===== config.mk =====
export PLATFORM = sky130hd
export DESIGN_NAME = booth4_datapath
export DESIGN_NICKNAME = d
export VERILOG_FILES = /design/src/rtl/booth4_datapath.sv
export SDC_FILE = /design/constraint.sdc
export NUM_CORES = 1
export LEC_CHECK = 0
export CAP_MARGIN = 20
export CORE_MARGIN = 10
export CORE_UTILIZATION = 50
export CTS_CLUSTER_SIZE = 30
export DETAILED_ROUTE_END_ITERATION = 16
export MAX_ROUTING_LAYER = met4
export PLACE_DENSITY = 0.79
export SYNTH_ARGS = -nofsm -noshare
export SYNTH_HDL_FRONTEND = slang
export SYNTH_SLANG_ARGS = --single-unit

===== constraint.sdc =====
create_clock -name clk -period 3.1 [get_ports clk]
set_clock_uncertainty 0.15 [all_clocks]
set_input_delay 0.62 -clock clk [delete_from_list [all_inputs] [get_ports clk]]
set_output_delay 0.62 -clock clk [all_outputs]
set_load 0.02 [all_outputs]

===== src/rtl/booth4_datapath.sv =====
// rtl/booth4_datapath.sv - radix-4 Booth multiplier datapath driven by external control strobes c0..c6
// Optional BOOTH_CTRL_CHECK_EN adds a sticky ctrl_err output flagging illegal strobe combinations.
module booth4_datapath #(
  parameter int WIDTH = 8,
  parameter int CNT_W = 3
) (
  input  logic                 clk,
  input  logic                 rst_b,
  input  logic [WIDTH-1:0]     inbus,
  input  logic                 c0,
  input  logic                 c1,
  input  logic                 c2,
  input  logic                 c3,
  input  logic                 c4,
  input  logic                 c5,
  input  logic                 c6,
  output logic                 q1,
  output logic                 q0,
  output logic                 q,
  output logic                 is_count_3,
  output logic [2*WIDTH-1:0]   outbus,
  output logic                 out_valid
`ifdef BOOTH_CTRL_CHECK_EN
  ,
  output logic                 ctrl_err
`endif
);

  logic signed [WIDTH-1:0] m;
  logic signed [WIDTH+1:0] a;
  logic [WIDTH-1:0]        qr;
  logic                    qm1;
  logic [CNT_W-1:0]        cnt;
  logic signed [WIDTH+1:0] m_ext;
  logic signed [WIDTH+1:0] operand;

  // Two guard bits on A keep +/-2M from overflowing the accumulator.
  assign m_ext   = {{2{m[WIDTH-1]}}, m};
  assign operand = c3 ? {m_ext[WIDTH:0], 1'b0} : m_ext;

  assign q1         = qr[1];
  assign q0         = qr[0];
  assign q          = qm1;
  assign is_count_3 = (cnt == CNT_W'(WIDTH/2 - 1));

  always_ff @(posedge clk or negedge rst_b) begin
    if (!rst_b) begin
      m   <= '0;
      a   <= '0;
      qr  <= '0;
      qm1 <= 1'b0;
      cnt <= '0;
    end else if (c0) begin
      m   <= inbus;
      a   <= '0;
      cnt <= '0;
      qm1 <= 1'b0;
    end else if (c1) begin
      qr  <= inbus;
      qm1 <= 1'b0;
    end else if (c2) begin
      a <= c4 ? (a - operand) : (a + operand);
    end else if (c5) begin
      qm1 <= qr[1];
      qr  <= {a[1:0], qr[WIDTH-1:2]};
      a   <= a >>> 2;
      cnt <= cnt + 1'b1;
    end
  end

  // Product capture is independent of the update chain and sees pre-edge A/Q.
  always_ff @(posedge clk or negedge rst_b) begin
    if (!rst_b) begin
      outbus    <= '0;
      out_valid <= 1'b0;
    end else begin
      out_valid <= c6;
      if (c6) outbus <= {a[WIDTH-1:0], qr};
    end
  end

`ifdef BOOTH_CTRL_CHECK_EN
  logic [2:0] hot;
  assign hot = 3'(c0) + 3'(c1) + 3'(c2) + 3'(c5) + 3'(c6);

  always_ff @(posedge clk or negedge rst_b) begin
    if (!rst_b) begin
      ctrl_err <= 1'b0;
    end else if ((hot > 3'd1) || ((c3 || c4) && !c2)) begin
      ctrl_err <= 1'b1;
    end
  end
`endif

endmodule


# After elaboration in Yosys (flattened, before gate mapping)

Cells that the tools add are included.

Input port bits: 17
Bits in registers: 47
Logic and storage cells: 44
Output and inout bits: 21

Reductions and logical operators: 10
Equality and inequality tests: 5
Multiplexer cells: 17
Bitwise operators: 1
Add/sub/neg operators: 3

Operator list:

| kind                                                                   | number |
|---|---|
| 10-bit two-way mux                                                     | 4 |
| 8-bit two-way mux                                                      | 4 |
| 3-bit two-way mux                                                      | 4 |
| 10-bit by 9-bit adder with 10-bit output                               | 1 |
| 10-bit by 9-bit subtractor with 10-bit output                          | 1 |
| 9-bit two-way mux                                                      | 1 |
| 2-bit inequality test (second input constant)                          | 3 |
| 2-bit AND reduction                                                    | 3 |
| 3-bit AND reduction                                                    | 2 |
| 2-bit nonzero test                                                     | 3 |
| 3-bit nonzero test                                                     | 2 |
| 1-bit two-way mux                                                      | 4 |
| 3-bit by 1-bit adder with 3-bit output (second input constant)         | 1 |
| 3-bit by 2-bit equality test with 1-bit output (second input constant) | 1 |
| 3-bit inequality test (second input constant)                          | 1 |
| 1-bit NOT                                                              | 1 |

# Depth between registers and ports, before layout

Gate-level depths: netlist (run 1).

Word-level depth: 6
Gate-level depth with buffers: 17
Gate-level depth less buffers: 15

# Worst setup path after synthesis (run 1)

No wires, ideal clock.

Path type: input-to-reg
Start point: in c3
End point: reg a[9]
Setup slack: -0.724 ns
Arrival: 3.549 ns
Library setup time: 0.125 ns
Path buffers: 2
Stages on the path: 16
Required time: 2.825 ns
Cell sequence: clkbuf_1 > clkbuf_1 > nor2b_1 > inv_1 > ha_1 > nor3b_1 > o2111a_1 > nor2_1 > xor2_1 > o21ai_0 > ha_1 > a21oi_1 > o21ai_0 > nor3_1 > and4bb_1 > mux2_4

Cells in the longest elaborated chain, start to end: 6
Elaborated cells between the ends (all ways): 7
Those cells by class: 2 x add/sub; 5 x mux

Ends and longest elaborated chain:

| element                                                                                                   | RTL line | source |
|---|---|---|
| from (decl)                                                                                               | 13       | `input logic c3,` |
| 8-bit two-way mux (*)                                                                                     | 39       | `assign operand = c3 ? {m_ext[WIDTH:0], 1'b0} : m_ext;` |
| 10-bit by 9-bit adder with 10-bit output or 10-bit by 9-bit subtractor with 10-bit output (tied branches) | 62       | `a <= c4 ? (a - operand) : (a + operand);` |
| 10-bit two-way mux (*)                                                                                    | 62       |  |
| 10-bit two-way mux (*)                                                                                    | 61       | `end else if (c2) begin` |
| 10-bit two-way mux (*)                                                                                    | 58       | `end else if (c1) begin` |
| 10-bit two-way mux (*)                                                                                    | 53       | `end else if (c0) begin` |
| to (signal assigned)                                                                                      | 62       |  |
| to (signal assigned)                                                                                      | 66       | `a <= a >>> 2;` |
| to (decl)                                                                                                 | 30       | `logic signed [WIDTH+1:0] a;` |

Every way passes the cells marked *; elsewhere a longest branch is shown, timed or not. The select of a mux whose other input is x is not followed.
A chain may end at the register's enable or synchronous reset.

# Worst setup path in the final report (run 1)

Start point: in c4
End point: reg a[9]

Cells in the longest elaborated chain, start to end: 4

Ends and longest elaborated chain:

| element            | RTL line | source |
|---|---|---|
| from (decl)        | 14       | `input logic c4,` |
| 10-bit two-way mux | 62       |  |
| 10-bit two-way mux | 61       |  |
| 10-bit two-way mux | 58       |  |
| 10-bit two-way mux | 53       |  |

Every way passes these cells. The select of a mux whose other input is x is not followed.

==> qor.txt, run 1 <==
CP max FO = 3
Pwr/cell area = 570 mW/mm²
Routed len/inst = 15.9 µm
Final period util = 1.02
CTS sink count = 47
Async S/R FF share, synth = 1.00
Yosys cell types = 42
CTS Root Cell = clkbuf_8
I/O Buffers = 37
CTS tree = built
Crit path from = c4
Antenna diode count = 0
Max stage delay on crit path = 0.46 ns
GPL Wtd Cong = 0.979
DRC Markers = 0
GRT Util Overall = 0.159
Site Rows = 27
Fin nets = 373
CTS H-tree lvls = 2
Fin area = 0.00363 mm²
Non-Filler Instances = 416
Die H = 94.4 µm
Worst reg-to-reg path cell count = 13
Setup ws final = -0.0572 ns
Pleak = 0.00166 µW
Largest net degree at the start of global routing = 48
Overflow after GRT = 0
Hold Crit Class = in -> async
Worst hold slack = 0.0254 ns
Top FF cell, synth = dfrtp_1
Crit Path Class = in -> reg
Area of the core = 0.00544 mm²
Post-synth EDFFs = 0
Die Footprint = 0.00892 mm²
Reg2Reg Setup Slack = -0.01 ns
Util after Layout = 0.667
Startpoint Class = primary input
IO Pins = 38
Worst Tran Pin Value = 0.535 ns
Final Slew Violations = 0
WP buf/inv = 1
CP Data Required Time = 3.15 ns
Post-Syn Area per Cell = 9.93 µm²
R2R Path End = a[9]$_DFFE_PN0P_
Multi-input gate area = 0.00157 mm²
Post-Syn Instances = 279
Routed via count = 2232
Post-layout min period = 3.16 ns
Most used cell, CP = o21ai_0
Post-DP HPWL = 4860 µm
VDD IR max = 0.339 mV
Clk Latency, worst-skew pair = 0.31 ns
Synth Cell Area = 0.00277 mm²
RR Startpoint = m[0]$_DFFE_PN0P_
#FFs+latches synth = 47
Post-DP Area = 0.00341 mm²
Initial antenna violation count = 0
Seq/Total Area, Yosys = 0.425
Antenna Nets Post-Route = 0
Critical path data arrival time = 3.21 ns
Max_slew headroom = 0.642
Num CTS Buffers = 5
Status = finished with violations
Width of the chip = 94.4 µm
Layout cells sized above 1 = 0.256
DRT Pass-1 Iters = 4
Routed wire length = 6620 µm
CTS Buffer Depth = 2
Mapped Nets = 309
Failing checks = negative setup slack
Dpl ws = -0.752 ns
Initial Utilization = 0.509
Critical-path top delay cell = clkdlybuf4s50_1
F_max = 317 MHz
Delay-heaviest family, CP = compound AO/OA/AOI/OAI gates
First-pass GRT wire length = 11000 µm
Worst Setup End Kind = register
Crit-path cells = clkdlybuf4s50_1, o21ai_0, o31ai_1, o21ai_0, o21ai_0, ha_1, a21o_1, a21oi_2, a21oi_2, nor3_1, and4bb_1, mux2_4
Hold Fails Final Rpt = 0
Placed cell count = 400
Clock transition at the registers of the reported paths = 0.10 ns
Initial DRC Count = 165
Mean number of vias per cell = 5.37
Vias in the first global route = 2196
RSZ-0062 raised after global routing = yes
Final setup viols = 1
Area delta synth->final = 31.0%
Max-cap violation count = 0
Ys Warns = 0
Layout fillers = 436
Register area = 0.00118 mm²
==> worst register-to-register path: stages (launching register included) <==
cell and delay [ns]:
dfrtp_1 0.41, mux2i_1 0.21, ha_2 0.25, nor3b_4 0.20, o2111a_2 0.26, nor2_2 0.05, xor2_1 0.13, o21ai_1 0.14
ha_1 0.28, a21oi_2 0.19, o21ai_2 0.07, o21ai_1 0.11, and4bb_1 0.23, mux2_4 0.30
==> how the worst max path moves through the flow <==
stage,cells past startpoint,slack (ns),end
global route,16,-0.19,a[8]$_DFFE_PN0P_
floorplan,15,-0.22,a[9]$_DFFE_PN0P_
CTS,13,-0.003,a[9]$_DFFE_PN0P_
finish,12,-0.06,a[9]$_DFFE_PN0P_
global placement,13,-0.64,a[9]$_DFFE_PN0P_
detailed placement,14,-0.75,a[9]$_DFFE_PN0P_
==> stage by stage <==
| step | power [µW] | setup TNS, ns |
|---|---|---|
| final | 2070 | -0.0572 |
| after global routing | 2200 | -0.528 |
| after CTS | 2030 | -0.00280 |
| after detailed placement | 1600 | -3.86 |
| after global placement | 1590 | -3.49 |
| after floorplan | 1280 | -0.224 |
==> layout make-up <==
class | count | share of cell area
clock buffer | 5 | 0.0190
clock inverter | 3 | 0.00793
inverter | 10 | 0.0103
multi-input combinational | 205 | 0.432
sequential | 47 | 0.324
tap | 72 | 0.0248
timing repair buffer | 74 | 0.182
==> logic make-up (layout without fill, tap and decap cells) <==
| family | after synthesis | in the layout | share of synthesized area |
|---|---|---|---|
| fa+ha+maj | 13 | 13 | 0.0614 |
| flops | 47 | 47 | 0.425 |
| compound gates | 66 | 66 | 0.142 |
| xor+xnor | 10 | 10 | 0.0316 |
| simple gates | 72 | 72 | 0.129 |
| mux | 44 | 44 | 0.171 |
| buf+inv | 27 | 92 | 0.0411 |
==> placed cells by master, fill, tap and decap left out, types with 2 or more instances in the layout <==
cell type        instances
nand2b_1                 5
a21oi_2                  5
nor2b_1                  3
xor2_1                   3
buf_4                   35
buf_6                    2
inv_1                    9
a21o_1                   4
nor3_1                   3
a211oi_1                 3
dfrtp_1                 47
nand2_1                 28
xnor2_1                  7
ha_1                    11
a31oi_1                  2
o21ai_1                  6
clkbuf_8                 5
nand3_1                  3
nor2_1                  17
mux2_2                  22
nor4b_1                  2
a21oi_1                  9
inv_6                    2
o21ai_0                 21
a31oi_4                  2
mux2i_1                 21
clkdlybuf4s50_1         35
o31ai_1                  6
==> power breakdown <==
group	switching, µW	internal, µW	total, µW	leakage (µW)
sequential	89.3	714	803	0.000605
combinational	408	449	857	0.00100
clock	238	171	409	0.0000511
total	735	1330	2070	0.00166
==> sequential cells by signal, indices dropped and copies added (netlist names) <==
register   cells
a             10
cnt            3
m              8
out_valid      1
outbus        16
q              1
qr             8
==> cells in the mapped netlist, types with 2 or more instances <==
cell / n / area [µm²]
nand2_1: 28 / 105
nor3_1: 3 / 15.0
mux2_2: 22 / 248
mux2i_1: 21 / 210
a31oi_1: 4 / 25.0
a211oi_1: 3 / 22.5
nor3b_1: 2 / 15.0
buf_1: 2 / 7.51
nor2b_1: 5 / 31.3
nand3_1: 3 / 15.0
clkbuf_1: 12 / 45.0
a21o_1: 4 / 30.0
nor2_1: 18 / 67.6
dfrtp_1: 47 / 1180
a21oi_1: 14 / 70.1
o21ai_0: 27 / 135
xnor2_1: 7 / 61.3
xor2_1: 3 / 26.3
nand2b_1: 5 / 31.3
nor4b_1: 2 / 17.5
o31ai_1: 6 / 45.0
ha_1: 12 / 150
inv_1: 10 / 37.5
==> metal layers <==
metal | routed length, µm | track usage
met5 | 0 | -
met4 | 97 | 0.0570
met3 | 174 | 0.0198
met2 | 3250 | 0.248
met1 | 3090 | 0.207
==> timing repair <==
item | in CTS | in global routing
setup buffers | 3 | 6
pin swaps | 8 | 10
endpoints found under the setup margin | 7 | 5
hold buffers | 0 | 0
resized for setup | 5 | 13
No activity file was read; power rests on OpenSTA's default activity.
==> run 2, diff against run 1 <==
Settings changed: ABC_CLOCK_PERIOD_IN_PS from default to 3100.
==> results of run 2 <==
No change in the layout: final DEF, timing and power equal those of run 1.
